==> config.mk <==
export PLATFORM = sky130hd
export DESIGN_NAME = ft2232h_tx_arbiter
export DESIGN_NICKNAME = d
export VERILOG_FILES = /design/src/rtl/ft2232h_tx_arbiter.sv
export SDC_FILE = /design/constraint.sdc
export NUM_CORES = 1
export LEC_CHECK = 0
export CAP_MARGIN = 20
export CORE_MARGIN = 4
export CORE_UTILIZATION = 35
export DETAILED_ROUTE_END_ITERATION = 7
export DONT_BUFFER_PORTS = 1
export HOLD_SLACK_MARGIN = 0.03
export SYNTH_ARGS = -nofsm -noshare
export SYNTH_HDL_FRONTEND = slang
export SYNTH_SLANG_ARGS = --single-unit
==> constraint.sdc <==
create_clock -name clk -period 6 [get_ports clk]
set_input_delay 1.2 -clock clk [delete_from_list [all_inputs] [get_ports clk]]
set_output_delay 1.2 -clock clk [all_outputs]
set_load 0.01 [all_outputs]
==> src/rtl/ft2232h_tx_arbiter.sv <==
`default_nettype none
// ============================================================================
// Module   : ft2232h_tx_arbiter
// Purpose  : Round-robin frame scheduler for the FT2232H synchronous-FIFO
//            transmit path. It grants one of two frame sources at a time and
//            wraps the granted payload as
//              SYNC_BYTE, HDR={grant_id,seq[6:0]}, LEN, payload..., CSUM
//            where CSUM is the XOR of HDR, LEN and every payload byte.
//            When TXE# is held low it sends one byte per clock.
// Ports    : clk        60 MHz FT2232H CLKOUT, rising edge
//            rst_n      asynchronous active-low reset
//            txe_n      FT2232H TXE#, low = chip accepts a byte
//            wr_n       FT2232H WR#, low = data_out holds a pending byte
//            data_out   FT2232H D[7:0]
//            req[1:0]   per-source frame request (level, whole frame buffered)
//            len0/len1  payload byte count per source, sampled at grant
//            src_data0/1  first-word-fall-through payload byte per source
//            pop[1:0]   one-cycle strobe per payload byte taken
//            done[1:0]  one-cycle pulse after the frame's last byte is accepted
//            busy       high in every state except IDLE
// Revision : 1.0 - initial release
// ============================================================================
module ft2232h_tx_arbiter #(
  parameter logic [7:0] SYNC_BYTE = 8'hA5
) (
  input  logic       clk,
  input  logic       rst_n,
  input  logic       txe_n,
  output logic       wr_n,
  output logic [7:0] data_out,
  input  logic [1:0] req,
  input  logic [7:0] len0,
  input  logic [7:0] len1,
  input  logic [7:0] src_data0,
  input  logic [7:0] src_data1,
  output logic [1:0] pop,
  output logic [1:0] done,
  output logic       busy
);

  // Each state names the last byte loaded into the output register; the
  // sequencer offers the following byte while in that state. CSUM is the
  // state that offers the checksum, DRAIN waits for it to be accepted.
  typedef enum logic [2:0] {
    S_IDLE  = 3'd0,
    S_SYNC  = 3'd1,
    S_HDR   = 3'd2,
    S_LEN   = 3'd3,
    S_DATA  = 3'd4,
    S_CSUM  = 3'd5,
    S_DRAIN = 3'd6,
    S_DONE  = 3'd7
  } state_t;

  state_t     state;
  state_t     state_nxt;

  logic       grant;       // source owning the current frame
  logic       last_grant;  // round-robin pointer
  logic [7:0] len_q;       // latched payload length
  logic [7:0] cnt;         // payload bytes loaded so far
  logic [7:0] csum;        // running XOR of HDR, LEN and payload
  logic [6:0] seq0;
  logic [6:0] seq1;

  logic       accept;
  logic       room;
  logic       load;
  logic       pick;
  logic       offer_vld;
  logic       offer_pay;
  logic       offer_sum;
  logic [7:0] offer_byte;
  logic [7:0] cur_payload;
  logic [7:0] hdr_byte;

  assign accept      = ~wr_n & ~txe_n;
  // The register can take a new byte when it is empty or its byte leaves now.
  assign room        = wr_n | accept;
  assign load        = offer_vld & room;

  // Contention goes to the source not granted last; otherwise the only
  // requester wins.
  assign pick        = (req == 2'b11) ? ~last_grant : req[1];

  assign cur_payload = grant ? src_data1 : src_data0;
  assign hdr_byte    = {grant, (grant ? seq1 : seq0)};

  always_comb begin
    state_nxt  = state;
    offer_vld  = 1'b0;
    offer_pay  = 1'b0;
    offer_sum  = 1'b0;
    offer_byte = 8'h00;
    case (state)
      S_IDLE: begin
        // Only start on an empty output stage so grant and LEN latch cleanly.
        if ((req != 2'b00) && wr_n) begin
          offer_vld  = 1'b1;
          offer_byte = SYNC_BYTE;
          state_nxt  = S_SYNC;
        end
      end
      S_SYNC: begin
        offer_vld  = 1'b1;
        offer_sum  = 1'b1;
        offer_byte = hdr_byte;
        if (room) state_nxt = S_HDR;
      end
      S_HDR: begin
        offer_vld  = 1'b1;
        offer_sum  = 1'b1;
        offer_byte = len_q;
        if (room) state_nxt = S_LEN;
      end
      S_LEN: begin
        offer_vld = 1'b1;
        if (len_q == 8'd0) begin
          // Empty payload: checksum follows LEN directly.
          offer_byte = csum;
          if (room) state_nxt = S_DRAIN;
        end else begin
          offer_pay  = 1'b1;
          offer_sum  = 1'b1;
          offer_byte = cur_payload;
          if (room) state_nxt = (len_q == 8'd1) ? S_CSUM : S_DATA;
        end
      end
      S_DATA: begin
        offer_vld  = 1'b1;
        offer_pay  = 1'b1;
        offer_sum  = 1'b1;
        offer_byte = cur_payload;
        if (room && ((cnt + 8'd1) == len_q)) state_nxt = S_CSUM;
      end
      S_CSUM: begin
        offer_vld  = 1'b1;
        offer_byte = csum;
        if (room) state_nxt = S_DRAIN;
      end
      S_DRAIN: begin
        if (accept) state_nxt = S_DONE;
      end
      S_DONE: begin
        // req is deliberately ignored here so a stale request is not re-granted.
        state_nxt = S_IDLE;
      end
      default: state_nxt = S_IDLE;
    endcase
  end

  assign pop  = (load && offer_pay) ? (grant ? 2'b10 : 2'b01) : 2'b00;
  assign done = (state == S_DONE)   ? (grant ? 2'b10 : 2'b01) : 2'b00;
  assign busy = (state != S_IDLE);

  always_ff @(posedge clk or negedge rst_n) begin
    if (!rst_n) begin
      state      <= S_IDLE;
      wr_n       <= 1'b1;
      data_out   <= 8'h00;
      grant      <= 1'b0;
      last_grant <= 1'b1;  // makes source 0 the first winner
      len_q      <= 8'h00;
      cnt        <= 8'h00;
      csum       <= 8'h00;
      seq0       <= 7'd0;
      seq1       <= 7'd0;
    end else begin
      state <= state_nxt;

      if (load) begin
        data_out <= offer_byte;
        wr_n     <= 1'b0;
      end else if (accept) begin
        wr_n <= 1'b1;
      end

      if ((state == S_IDLE) && load) begin
        grant      <= pick;
        last_grant <= pick;
        len_q      <= pick ? len1 : len0;
        cnt        <= 8'h00;
        csum       <= 8'h00;
      end else if (load) begin
        if (offer_sum) csum <= csum ^ offer_byte;
        if (offer_pay) cnt  <= cnt + 8'd1;
      end

      if (state == S_DONE) begin
        if (grant) seq1 <= seq1 + 7'd1;
        else       seq0 <= seq0 + 7'd1;
      end
    end
  end

endmodule
`default_nettype wire

==> results.txt <==
----------------------------------------------------
[Power]
  Power density over the cells ... 494 nW/um^2
  Switching power total ... 0.687 mW
  Net switching share of the total power ... 0.434
  Relative contribution of combinational cells to total power ... 0.406
  Pint ... 0.895 mW
  Proportion of power drawn by flip-flops and latches ... 0.440
  Clock power share ... 0.154
  Peak VDD IR ... 0.193 mV
  Leakage component of the power ... 1.33 nW

[Yosys]
  Area share of the largest cell type after synthesis ... 0.415
  Instance count of the mapped netlist ... 315
  Synth Cell Area ... 3010 um^2
  Number of register bits inferred by synthesis ... 52
  Most area-consuming cells after synthesis ... sky130_fd_sc_hd__dfrtp_1, sky130_fd_sc_hd__mux2_2, sky130_fd_sc_hd__o21ai_0, sky130_fd_sc_hd__mux2i_1, sky130_fd_sc_hd__xnor2_1
  Cell type with the largest total area after synthesis ... sky130_fd_sc_hd__dfrtp_1
  Proportion of register bits with asynchronous set or reset after synthesis ... 1.00
  Mapped Avg Cell Area ... 9.57 um^2
  EDFF count, synth ... 0
  Number of warning messages in the yosys log ... 0
  Main flop type after synthesis ... sky130_fd_sc_hd__dfrtp_1
  Syn Nets ... 355
  Sequential share of the synthesized area ... 0.433
  Count of unique library cells instantiated by Yosys ... 54

[Clock tree]
  Clock Root Buffer ... sky130_fd_sc_hd__clkbuf_8
  Later-pin clock latency in the skew report ... 0.31 ns
  Number of buffers inserted for hold repair after clock tree synthesis ... 0
  TritonCTS Sinks ... 52
  TritonCTS clock tree ... yes
  Number of resized instances in the post-cts repair step ... 0
  Clock buffers created by TritonCTS ... 5
  Clock buffer depth ... 2
  Setup Buffers After CTS ... 0
  Post-CTS clock slew at the launch and capture registers of the worst setup and hold paths ... 0.10 ns
  H-tree lvl count ... 2

[Critical path]
  Buffers & Inverters on Critical Path ... 1
  Data arrival time of the worst path ... 2.53 ns
  Cell with the largest stage delay on the worst path ... sky130_fd_sc_hd__a21bo_2
  Maximum fanout along the worst path ... 23
  Critical path startpoint category ... primary input
  Launch point of the worst reg-to-reg path ... state[2]$_DFFE_PN0P_
  Cell Chain, Critical Path ... o21ai_0 > a221oi_2 > buf_4 > a21bo_2 > nor2_1
  Worst reg-to-reg setup slack ... 3.39 ns
  Crit end category ... primary output
  Max stage delay on crit path ... 0.33 ns
  Crit Reg-Reg Endpoint ... csum[2]$_DFFE_PN0P_
  Data required time of the critical path ... 4.80 ns
  Depth of the worst register-to-register path ... 7
  WS Path Type ... in -> out
  Stages on the worst setup path ... 5
  Top cell family by delay on the critical path ... compound AO/OA/AOI/OAI gates

[STA]
  Setup clock skew after layout ... 0.00553 ns
  Actual slew at the worst max-slew pin ... 0.614 ns
  Fin crit share ... 0.622
  Achievable clock frequency ... 268 MHz
  Tmin final ... 3.73 ns
  Final Hold Vio Count ... 0
  Headroom to the max-slew limit ... 0.589
  Finish-stage setup viols ... 0
  Number of max-slew violations in the final report ... 0
  Setup repair after global routing missed its margin ... false
  Setup TNS ... 0 ns

[Routing]
  DRC violation total after the first TritonRoute iteration ... 169
  Vias per cell ... 5.69
  Drt drc ... 0
  First-pass iteration count of the detailed router ... 5
  Residual antenna-violating net count after detailed routing ... 0
  Wire length reported by the detailed router ... 7160 um
  Per-cell routed wire length ... 17.4 um
  Total vias in the final route ... 2337

[Layout]
  Fillers ... 821
  Share of layout cells above drive strength 1 ... 0.114
  Area of the multi-input gates ... 1630 um^2
  Most frequent standard cell in the layout excluding fill and tap cells ... sky130_fd_sc_hd__dfrtp_1
  Leading cell types in the layout, fill and taps excluded ... sky130_fd_sc_hd__dfrtp_1, sky130_fd_sc_hd__nand2_1, sky130_fd_sc_hd__o21ai_0
  Total area of sequential cells ... 1300 um^2
  Number of inserted diodes ... 0
  Number of nets in the finished design ... 345
  Relative area change from synthesis to final layout ... 6.14%
  Post-route insts no fill ... 411

[Min path]
  Min-Delay Endpoint ... seq1[6]$_DFFE_PN0P_
  Startpoint of the most critical hold path ... seq1[6]$_DFFE_PN0P_
  HP Class ... reg -> reg
  Worst hold path cell count ... 1

[Status]
  Run status ... finished clean

[GRT]
  Pin count of the biggest net entering global routing ... 53
  Busiest layer in global routing ... met2
  Initial antenna violation count ... 0
  Global routing usage on met3 ... 0.0367
  Global routing usage on met2 ... 0.233
  Vias in the first global route ... 2217
  First-pass GRT wire length ... 11700 um
  GRT Total Usage ... 0.147
  Global routing usage on met1 ... 0.197
  Total overflow reported by the global router ... 0

[Die]
  Width of the die ... 101 um
  Number of ports placed on the die boundary ... 51
  Die Outline Area ... 10200 um^2
  Core Region ... 8300 um^2
  Placement Rows ... 33
  Die height ... 101 um
  Initial Util ... 0.363

[Place]
  Weighted congestion reported at the end of routability-driven placement ... 0.811
  Half-perimeter wire length after detailed placement ... 5270 um
  Inst Count DP ... 402
  Number of buffer cells added on primary ports ... 0

[Flow run]
  Total of max-cap violations ... 0

----------------------------------------------------
final cells by class:
type,instances,area share
multi-input combinational,242,0.508
tap,105,0.0411
timing repair buffer,3,0.00704
sequential,52,0.408
inverter,1,0.00117
clock buffer,6,0.0227
clock inverter,2,0.0121
cells in the mapped netlist, drive strengths merged (8+ instances only):
cell type	n
xnor2	16
nand2	33
o21ai	29
clkbuf	16
nor2	23
and3	9
a31oi	8
nand4	8
mux2	13
o31ai	8
mux2i	14
a21oi	12
dfrtp	50
power by group through the flow:
stage / combinational [mW] / sequential, mW / clock (mW)
global route: 0.730 / 0.720 / 0.267
finish: 0.642 / 0.696 / 0.244
global placement: 0.631 / 0.700 / 0
floorplan: 0.578 / 0.604 / 0
detailed placement: 0.641 / 0.703 / 0
CTS: 0.645 / 0.696 / 0.254
cell families (layout without fill, tap and decap cells):
family,Yosys count,count (layout),synth area share
flip-flops,52,52,0.433
AND/OR/NAND/NOR,106,106,0.178
buffers and inverters,21,12,0.0299
XOR/XNOR,21,21,0.0610
AO/OA/AOI/OAI,85,85,0.191
multiplexers,27,27,0.0951
adder cells (fa/ha/maj),3,3,0.0125
worst max-delay path by stage:
stage,startpoint,to,slack [ns]
2_1_floorplan,req[1],pop[0],2.39
3_3_place_gp,req[1],pop[0],2.26
3_5_place_dp,req[1],pop[0],2.25
4_1_cts,req[1],pop[0],2.25
5_1_grt,req[1],pop[0],2.14
6_report,req[1],pop[0],2.27
state kept, by name, indices dropped and copies added, names as in the netlist:
signal      cells
len_q           8
wr_n            1
data_out        8
grant           1
csum            8
last_grant      1
seq1            7
state           3
seq0            7
cnt             8
stage by stage:
stage	utilization	instance area [um^2]	power [mW]	hold slack [ns]	setup slack, ns
after detailed placement	0.371	3080	1.34	0.469	2.25
after floorplan	-	3010	1.18	0.438	2.39
final	0.385	3200	1.58	0.478	2.27
after global routing	0.385	3200	1.72	0.493	2.14
after global placement	0.371	3080	1.33	0.452	2.26
after CTS	0.385	3190	1.59	0.484	2.25
metal layers:
layer	share of wire	up-vias	wire length (um)
met5	0	-	0
met4	0.015	0	108
met3	0.051	10	366
met2	0.49	48	3490
met1	0.45	1128	3200
li1	-	1151	-
Note: power is estimated with default switching activity, not from simulation.
